## src/rtl/sprite_compositor_if.sv

```systemverilog
`default_nettype none
// sprite_compositor_if: raster, layer and pixel-stream signals between the sprite generators,
// the compositor and the video output stage.
interface sprite_compositor_if #(
  parameter int NUM_LAYERS = 4
);
  logic [10:0]              hcount_in;
  logic [9:0]               vcount_in;
  logic                     valid_in;
  logic [NUM_LAYERS-1:0]    layer_in_sprite;
  logic [12*NUM_LAYERS-1:0] layer_pixel;
  logic                     hit_in;

  logic [10:0]              hcount_out;
  logic [9:0]               vcount_out;
  logic                     valid_out;
  logic [11:0]              pixel_out;
  logic                     flashing_out;

  modport master (
    output hcount_in, vcount_in, valid_in, layer_in_sprite, layer_pixel, hit_in,
    input  hcount_out, vcount_out, valid_out, pixel_out, flashing_out
  );

  modport slave (
    input  hcount_in, vcount_in, valid_in, layer_in_sprite, layer_pixel, hit_in,
    output hcount_out, vcount_out, valid_out, pixel_out, flashing_out
  );
endinterface
`default_nettype wire

```

## src/rtl/sprite_compositor.sv

```systemverilog
`default_nettype none
// sprite_compositor: 2-stage priority merge of sprite layers over a background, with a frame-synchronous
// damage flash. Define SPRITE_COMPOSITOR_BLEND_EN to make layer 0 50% translucent over the next active layer.
module sprite_compositor #(
  parameter int          NUM_LAYERS   = 4,
  parameter logic [11:0] BG_COLOR     = 12'h000,
  parameter logic [11:0] FLASH_COLOR  = 12'hF00,
  parameter int          FLASH_FRAMES = 30,
  parameter int          BLINK_PERIOD = 4
) (
  input logic                clk,
  input logic                rst,
  sprite_compositor_if.slave bus
);

  localparam int               CNT_W      = $clog2(FLASH_FRAMES + 1);
  localparam logic [CNT_W-1:0] LAST_FRAME = CNT_W'(FLASH_FRAMES - 1);

  typedef enum logic [1:0] {
    IDLE  = 2'd0,
    ARMED = 2'd1,
    FLASH = 2'd2
  } state_t;

  state_t            state_q, state_d;
  logic [CNT_W-1:0]  frame_cnt_q, frame_cnt_d;
  logic              retrig_q, retrig_d;
  logic              flashing_q;

  logic [10:0]       s1_hcount_q;
  logic [9:0]        s1_vcount_q;
  logic              s1_valid_q;
  logic [11:0]       s1_pix_q, s1_pix_d;
  logic              s1_hit_q, s1_hit_d;

  logic [10:0]       out_hcount_q;
  logic [9:0]        out_vcount_q;
  logic              out_valid_q;
  logic [11:0]       out_pix_q, out_pix_d;

  logic              frame_start;
  logic              blink_on;

  assign frame_start = bus.valid_in && (bus.hcount_in == 11'd0) && (bus.vcount_in == 10'd0);
  assign blink_on    = ((32'(frame_cnt_q) / 32'(BLINK_PERIOD)) % 32'd2) == 32'd0;

`ifdef SPRITE_COMPOSITOR_BLEND_EN
  logic [11:0] low_pix;
  logic        low_hit;

  function automatic logic [3:0] avg4(input logic [3:0] a, input logic [3:0] b);
    logic [4:0] sum;
    sum = {1'b0, a} + {1'b0, b};
    return sum[4:1];
  endfunction

  // Highest-priority active layer underneath layer 0.
  always_comb begin
    low_pix = BG_COLOR;
    low_hit = 1'b0;
    for (int i = NUM_LAYERS - 1; i >= 1; i--) begin
      if (bus.layer_in_sprite[i]) begin
        low_pix = bus.layer_pixel[12*i +: 12];
        low_hit = 1'b1;
      end
    end
  end
`endif

  // Scanning from the lowest priority upward leaves the lowest active index selected.
  always_comb begin
    s1_pix_d = BG_COLOR;
    s1_hit_d = 1'b0;
    for (int i = NUM_LAYERS - 1; i >= 0; i--) begin
      if (bus.layer_in_sprite[i]) begin
        s1_pix_d = bus.layer_pixel[12*i +: 12];
        s1_hit_d = 1'b1;
      end
    end
`ifdef SPRITE_COMPOSITOR_BLEND_EN
    if (bus.layer_in_sprite[0] && low_hit) begin
      s1_pix_d = {avg4(bus.layer_pixel[11:8], low_pix[11:8]),
                  avg4(bus.layer_pixel[7:4],  low_pix[7:4]),
                  avg4(bus.layer_pixel[3:0],  low_pix[3:0])};
    end
`endif
  end

  // The FSM register changes on the frame-start pixel's stage-1 edge, so every pixel of that frame
  // reaches stage 2 under the new state.
  always_comb begin
    out_pix_d = 12'h000;
    if (s1_valid_q) begin
      if (s1_hit_q && (state_q == FLASH) && blink_on) begin
        out_pix_d = FLASH_COLOR;
      end else begin
        out_pix_d = s1_pix_q;
      end
    end
  end

  always_comb begin
    state_d     = state_q;
    frame_cnt_d = frame_cnt_q;
    retrig_d    = retrig_q;
    case (state_q)
      IDLE: begin
        if (bus.hit_in) begin
          if (frame_start) begin
            state_d     = FLASH;
            frame_cnt_d = '0;
          end else begin
            state_d = ARMED;
          end
        end
      end
      ARMED: begin
        if (frame_start) begin
          state_d     = FLASH;
          frame_cnt_d = '0;
        end
      end
      FLASH: begin
        if (frame_start) begin
          if (retrig_q || bus.hit_in) begin
            frame_cnt_d = '0;
            retrig_d    = 1'b0;
          end else if (frame_cnt_q == LAST_FRAME) begin
            state_d     = IDLE;
            frame_cnt_d = '0;
          end else begin
            frame_cnt_d = frame_cnt_q + CNT_W'(1);
          end
        end else if (bus.hit_in) begin
          retrig_d = 1'b1;
        end
      end
      default: begin
        state_d     = IDLE;
        frame_cnt_d = '0;
        retrig_d    = 1'b0;
      end
    endcase
  end

  always_ff @(posedge clk or negedge rst) begin
    if (!rst) begin
      state_q      <= IDLE;
      frame_cnt_q  <= '0;
      retrig_q     <= 1'b0;
      flashing_q   <= 1'b0;
      s1_hcount_q  <= '0;
      s1_vcount_q  <= '0;
      s1_valid_q   <= 1'b0;
      s1_pix_q     <= '0;
      s1_hit_q     <= 1'b0;
      out_hcount_q <= '0;
      out_vcount_q <= '0;
      out_valid_q  <= 1'b0;
      out_pix_q    <= '0;
    end else begin
      state_q      <= state_d;
      frame_cnt_q  <= frame_cnt_d;
      retrig_q     <= retrig_d;
      flashing_q   <= (state_d == FLASH);
      s1_hcount_q  <= bus.hcount_in;
      s1_vcount_q  <= bus.vcount_in;
      s1_valid_q   <= bus.valid_in;
      s1_pix_q     <= s1_pix_d;
      s1_hit_q     <= s1_hit_d;
      out_hcount_q <= s1_hcount_q;
      out_vcount_q <= s1_vcount_q;
      out_valid_q  <= s1_valid_q;
      out_pix_q    <= out_pix_d;
    end
  end

  assign bus.hcount_out   = out_hcount_q;
  assign bus.vcount_out   = out_vcount_q;
  assign bus.valid_out    = out_valid_q;
  assign bus.pixel_out    = out_pix_q;
  assign bus.flashing_out = flashing_q;

endmodule
`default_nettype wire
```

## src/flat_wrapper.sv

```systemverilog
// flat-port wrapper written by rule: the top's interface ports become plain ports
module sprite_compositor_flat 
#(
  parameter int          NUM_LAYERS   = 4,
  parameter logic [11:0] BG_COLOR     = 12'h000,
  parameter logic [11:0] FLASH_COLOR  = 12'hF00,
  parameter int          FLASH_FRAMES = 30,
  parameter int          BLINK_PERIOD = 4
)
  (clk, rst, bus_hcount_in, bus_vcount_in, bus_valid_in, bus_layer_in_sprite, bus_layer_pixel, bus_hit_in, bus_hcount_out, bus_vcount_out, bus_valid_out, bus_pixel_out, bus_flashing_out);
  sprite_compositor_if #(.NUM_LAYERS(NUM_LAYERS)) bus_i ();
  input logic clk;
  input logic rst;
  input wire logic [$bits(bus_i.hcount_in)-1:0] bus_hcount_in;
  input wire logic [$bits(bus_i.vcount_in)-1:0] bus_vcount_in;
  input wire logic [$bits(bus_i.valid_in)-1:0] bus_valid_in;
  input wire logic [$bits(bus_i.layer_in_sprite)-1:0] bus_layer_in_sprite;
  input wire logic [$bits(bus_i.layer_pixel)-1:0] bus_layer_pixel;
  input wire logic [$bits(bus_i.hit_in)-1:0] bus_hit_in;
  output wire logic [$bits(bus_i.hcount_out)-1:0] bus_hcount_out;
  output wire logic [$bits(bus_i.vcount_out)-1:0] bus_vcount_out;
  output wire logic [$bits(bus_i.valid_out)-1:0] bus_valid_out;
  output wire logic [$bits(bus_i.pixel_out)-1:0] bus_pixel_out;
  output wire logic [$bits(bus_i.flashing_out)-1:0] bus_flashing_out;
  assign bus_i.hcount_in = bus_hcount_in;
  assign bus_i.vcount_in = bus_vcount_in;
  assign bus_i.valid_in = bus_valid_in;
  assign bus_i.layer_in_sprite = bus_layer_in_sprite;
  assign bus_i.layer_pixel = bus_layer_pixel;
  assign bus_i.hit_in = bus_hit_in;
  assign bus_hcount_out = bus_i.hcount_out;
  assign bus_vcount_out = bus_i.vcount_out;
  assign bus_valid_out = bus_i.valid_out;
  assign bus_pixel_out = bus_i.pixel_out;
  assign bus_flashing_out = bus_i.flashing_out;
  sprite_compositor #(.NUM_LAYERS(NUM_LAYERS), .BG_COLOR(BG_COLOR), .FLASH_COLOR(FLASH_COLOR), .FLASH_FRAMES(FLASH_FRAMES), .BLINK_PERIOD(BLINK_PERIOD)) u_core (.clk(clk), .rst(rst), .bus(bus_i));
endmodule
```

## config.mk

```make
export PLATFORM = sky130hd
export DESIGN_NAME = sprite_compositor_flat
export DESIGN_NICKNAME = d
export VERILOG_FILES = /design/src/rtl/sprite_compositor_if.sv /design/src/rtl/sprite_compositor.sv /design/src/flat_wrapper.sv
export SDC_FILE = /design/constraint.sdc
export NUM_CORES = 1
export LEC_CHECK = 0
export CELL_PAD_IN_SITES_DETAIL_PLACEMENT = 1
export CELL_PAD_IN_SITES_GLOBAL_PLACEMENT = 1
export CORE_MARGIN = 3
export CORE_UTILIZATION = 33
export DETAILED_ROUTE_END_ITERATION = 10
export PLACE_DENSITY = 0.88
export SLEW_MARGIN = 15
export SYNTH_ARGS = -nofsm -noshare
export SYNTH_HDL_FRONTEND = slang
export SYNTH_SLANG_ARGS = --single-unit
```

## constraint.sdc

```tcl
create_clock -name clk -period 1.65 [get_ports clk]
set_input_delay 0.33 -clock clk [delete_from_list [all_inputs] [get_ports clk]]
set_output_delay 0.33 -clock clk [all_outputs]
set_load 0.05 [all_outputs]
```

# --- Word level (Yosys, flattened, before mapping) ---
# Cells that the tools add are included.
totals:
  out_inout_bits: 35
  input_bits: 77
  reg_bits: 78
  word_cells: 62
op_classes:
  muxes: 27
  bitwise_logic: 1
  addsub: 1
  n_eq_ne: 8
  reduce_logical: 12
ops:
  columns: ["operator", "n"]
  rows:
  - ["$mux 12", 6]
  - ["$logic_not 32->1", 1]
  - ["$mux 5", 5]
  - ["$pmux 5 s3", 1]
  - ["$mux 2", 6]
  - ["$logic_not 11->1", 1]
  - ["$logic_not 10->1", 1]
  - ["$mux 1", 7]
  - ["$pmux 2 s3", 1]
  - ["$add 5x1->5 const B", 1]
  - ["$eq 5x5->1 const B", 1]
  - ["$eq 2x2->1 const B", 2]
  - ["$logic_and 1x1->1", 4]
  - ["$ne 3x2->1 const B", 1]
  - ["$ne 3x3->1 const B", 1]
  - ["$reduce_and 3->1", 1]
  - ["$eq 2x1->1 const B", 1]
  - ["$logic_not 2->1", 1]
  - ["$ne 2x1->1 const B", 1]
  - ["$ne 2x2->1 const B", 1]
  - ["$pmux 1 s2", 1]
  - ["$reduce_and 2->1", 1]
  - ["$reduce_or 2->1", 1]
  - ["$logic_or 1x1->1", 1]
  - ["$not 1->1", 1]

# --- Logic depth before layout (Yosys ltp) ---
logic_depth:
  word_depth: 7
  mapped_depth: 7
  mapped_depth_nobuf: 7

# --- Worst setup path before layout ---
# Ideal clock, no wire load.
synth_path:
  path_type: "in2reg"
  from: "in bus_hcount_in[5]"
  to: "reg u_core.frame_cnt_q[0]"
  path_slack_ns: -0.004
  path_stages: 5
  setup_time_ns: 0.127
  required_time_ns: 1.523
  arrival_ns: 1.527
  n_path_buf: 0
  cell_sequence: "nor4_2 > nand4_2 > nor3_4 > o22a_4 > mux2_1"
synth_between:
  elab_chain_cells: 6
  word_cells_on_any_way: 8
  cone_classes: "eq/ne (1); mux (3); reduce/logical (4)"
synth_lines:
  columns: ["element", "line", "text"]
  rows:
  - ["start, declared", "flat_wrapper.sv:14", "input wire logic [$bits(bus_i.hcount_in)-1:0] bus_hcount_in;"]
  - ["$logic_not 11->1 (*)", "sprite_compositor.sv:44", "assign frame_start = bus.valid_in && (bus.hcount_in == 11'd0) && (bus.vcount_in == 10'd0);"]
  - ["$logic_and 1x1->1 (*) (2 in series)", "sprite_compositor.sv:44", null]
  - ["$mux 5 (2 in series)", null, null]
  - ["$pmux 5 s3", null, null]
  - ["end signal, assigned", "sprite_compositor.sv:163", "frame_cnt_q <= frame_cnt_d;"]
  - ["end, declared", "sprite_compositor.sv:26", "logic [CNT_W-1:0] frame_cnt_q, frame_cnt_d;"]
# Every way passes the cells marked *; elsewhere a longest branch is shown, timed or not. The select of a mux whose other input is x is not followed.
# A chain may end at the register's enable or synchronous reset.

# --- Worst setup path in the final report ---
layout_path:
  from: "in bus_vcount_in[8]"
  to: "reg u_core.frame_cnt_q[4]"
layout_between:
  elab_chain_cells: 5
  word_cells_on_any_way: 7
  cone_classes: "eq/ne (1); mux (3); reduce/logical (3)"
layout_lines:
  columns: ["element", "line", "text"]
  rows:
  - ["start, declared", "flat_wrapper.sv:15", "input wire logic [$bits(bus_i.vcount_in)-1:0] bus_vcount_in;"]
  - ["$logic_not 10->1 (*)", "sprite_compositor.sv:44", null]
  - ["$logic_and 1x1->1 (*)", "sprite_compositor.sv:44", null]
  - ["$mux 5 (2 in series)", null, null]
  - ["$pmux 5 s3", null, null]
# Marked as above.

==> impl_results.md <==
- Commonest non-fill, non-tap cell in the layout: dfrtp_1
- Worst slew pin tran: 0.448 ns
- Fillers: 849
- Clock Tree Buf Depth: 2
- Met2 wire len: 4230 µm
- Critical path peak fanout: 5
- GRT overflow: 0
- Synth Instances: 211
- Pin count of the biggest net entering global routing: 36
- Sink Count: 78
- Share of cells above drive strength 1: 0.266
- Initial Util: 0.348
- Switching pwr: 1.03 mW
- Final instance area: 0.00430 mm²
- DRT iter0 DRCs: 30
- LEAKAGE: 1.94 nW
- Pwr Density: 898 mW/mm²
- Antenna cells: 0
- Worst EP required: 1.88 ns
- Synthesized cell area: 0.00276 mm²
- RSZ-0062 raised after global routing: yes
- First-pass iteration count of the detailed router: 4
- DRC Markers: 0
- Achievable Freq: 587 MHz
- Count of final setup violators: 5
- Fin Hold WS: 0.268 ns
- Antenna viol nets, final: 0
- Setup ws final: -0.0530 ns
- Max Cap Violations: 0
- Buffers added on ports: 111
- Async set-reset flop share out of synthesis: 1.00
- Row count: 32
- Placer congestion estimate: 0.803
- Layout Nets: 430
- Critical path class: in2reg
- Internal power: 2.84 mW
- Final Cycle Share: 1.03
- Top-level port count: 112
- Status: finished, violations left
- CP Launch Type: input port
- Initial antenna violation count: 0
- Die height: 97.4 µm
- CP max-delay cell: nor4_2
- Synth Area per Inst: 13.1 µm²
- Max Used Layer: met4
- Clk root buf: clkbuf_8
- Syn. warnings: 0
- Worst setup EP type: register
- HPWL Detailed: 5870 µm
- Commonest non-fill, non-tap cells in the layout: dfrtp_1, buf_4, clkdlybuf4s50_1, dlygate4sd2_1, nor2_1
- Die X: 97.4 µm
- Synth Net Count: 290
- CP max stage delay: 0.36 ns
- First-pass GRT wire length: 12500 µm
- Distinct cells, synth: 34
- Flop-to-flop setup slack: -0.01 ns
- Power Total: 3.87 mW
- Register share of total power: 0.528
- Arrival @ worst endpoint: 1.93 ns
- Die area: 0.00949 mm²
- Routed WL per cell: 17.6 µm
- Relative slew slack: 0.702
- Met3 Routed Length: 617 µm
- Area grow syn2layout: 56.2%
- Clock power share: 0.315
- Vias post-DR: 2180
- Comb pwr share: 0.157
- Fin util: 0.543
- CTS Buf Count: 9
- Post-DP Area: 0.00403 mm²
- Worst-path clk slew: 0.07 ns
- Clock Skews: 0.00709 ns
- Worst hold path type: in2reg
- Synthesized flop and latch total: 78
- Total track usage: 0.169
- Met1 wire length: 3100 µm
- Main synth FF type: dfrtp_1
- Core area: 0.00793 mm²
- Fin. max-slew vios: 0
- Minimum clock period: 1.70 ns
- Vias per inst: 4.78
- Dpl cells: 433
- CTS HTree Levels: 3
- CP cell instances: dlygate4sd2_1 > nor4_2 > nand4_2 > nor2_2 > buf_4 > o221ai_1 > a22o_1
- Switching share of power: 0.266
- Failing checks: setup timing
- Vias in the first global route: 2515
- Final hold vios: 0
- Post-route insts no fill: 456
- Skew-Pair Late Insertion Delay: 0.34 ns
- Post-Route WL: 8020 µm
- EDFF count, synth: 0
- TritonCTS clock tree: done
- Worst vdd ir: 0.000329 V
- Sequential fraction of the synthesis area: 0.708
[kinds of logic after synthesis]
logic type                 count (synthesis)  synth area share
DFF                                       78             0.708
and+or+nand+nor                           65             0.133
AOI/OAI and AO/OA                         52             0.125
buffers and inverters                     12            0.0168
muxes                                      2           0.00817
adders and majority gates                  2           0.00908
[timing repair]
action                                 CTS  global route
gates resized for setup                 30             4
endpoints found under the hold margin   32             0
setup endpoints to repair                9            19
hold buffers                             1             0
setup buffers                            6             2
pin swaps                               10             6
[Yosys cell counts (all sizes together) (2+ instances only)]
| library cell | count | area, µm² |
|---|---|---|
| dfrtp | 78 | 1950 |
| nor3 | 5 | 36.3 |
| o21ai | 12 | 60.1 |
| nor2 | 19 | 73.8 |
| nor2b | 2 | 12.5 |
| nand2 | 15 | 56.3 |
| ha | 2 | 25.0 |
| clkbuf | 8 | 30.0 |
| inv | 3 | 11.3 |
| a22oi | 11 | 82.6 |
| a221oi | 2 | 17.5 |
| a22o | 2 | 17.5 |
| nand3 | 3 | 15.0 |
| nor4 | 4 | 50.1 |
| mux2 | 2 | 22.5 |
| o21a | 5 | 37.5 |
| a21oi | 14 | 70.1 |
| o221ai | 3 | 26.3 |
| nand4 | 2 | 18.8 |
| and2 | 8 | 50.1 |
[routing by layer]
metal / up-vias / GRT usage
li1: 1021 / -
met1: 1050 / 0.181
met2: 102 / 0.318
met3: 7 / 0.0589
met4: 0 / 0.0383
met5: - / 0
[per-stage QoR]
step           setup TNS (ns)  worst slack (ns)
2_1_floorplan               0           0.00169
3_3_place_gp            -6.92            -0.544
3_5_place_dp            -8.28            -0.621
4_1_cts                     0            0.0101
5_1_grt                -0.306           -0.0952
6_report               -0.190           -0.0530
[worst paths after layout]
kind | to | cells past startpoint | start
min in group asynchronous | u_core.bus.hcount_out[6] | 2 | rst
max in group asynchronous | u_core.s1_pix_q[10] | 3 | rst
setup / recovery | u_core.frame_cnt_q[4] | 7 | bus_vcount_in[8]
hold / removal | u_core.s1_hcount_q[9] | 1 | bus_hcount_in[9]
setup reg to reg | u_core.frame_cnt_q[4] | 8 | u_core.frame_cnt_q[1]
hold reg to reg | u_core.bus.hcount_out[4] | 0 | u_core.s1_hcount_q[4]
[power by group through the flow]
stage	Sequential, mW	Clock, mW	Combinational, mW
6_report	2.04	1.22	0.606
3_5_place_dp	2.08	0	0.619
3_3_place_gp	2.07	0	0.606
5_1_grt	2.05	1.36	0.647
4_1_cts	2.04	1.24	0.615
2_1_floorplan	2.24	0	0.0875
[critical path, delay by kind of cell]
kind | cells | cell delay [ns]
compound gates | 2 | 0.34
buf+inv | 2 | 0.43
simple gates | 3 | 0.82
[sequential cells by signal, indices dropped and copies added (netlist names)]
register,count
u_core.bus.flashing_out,1
u_core.s1_valid_q,1
u_core.bus.pixel_out,12
u_core.state_q,2
u_core.bus.hcount_out,11
u_core.bus.vcount_out,10
u_core.bus.valid_out,1
u_core.s1_pix_q,12
u_core.frame_cnt_q,5
u_core.s1_vcount_q,10
u_core.retrig_q,1
u_core.s1_hit_q,1
u_core.s1_hcount_q,11
[layout make-up]
cell class | count | area (µm²) | share of cell area
sequential | 78 | 1950 | 0.454
timing repair buffer | 138 | 1230 | 0.285
multi-input combinational | 121 | 821 | 0.191
clock buffer | 10 | 138 | 0.0320
tap | 102 | 128 | 0.0297
clock inverter | 4 | 25.0 | 0.00581
inverter | 3 | 11.3 | 0.00262
Note: power is estimated with default switching activity, not from simulation.
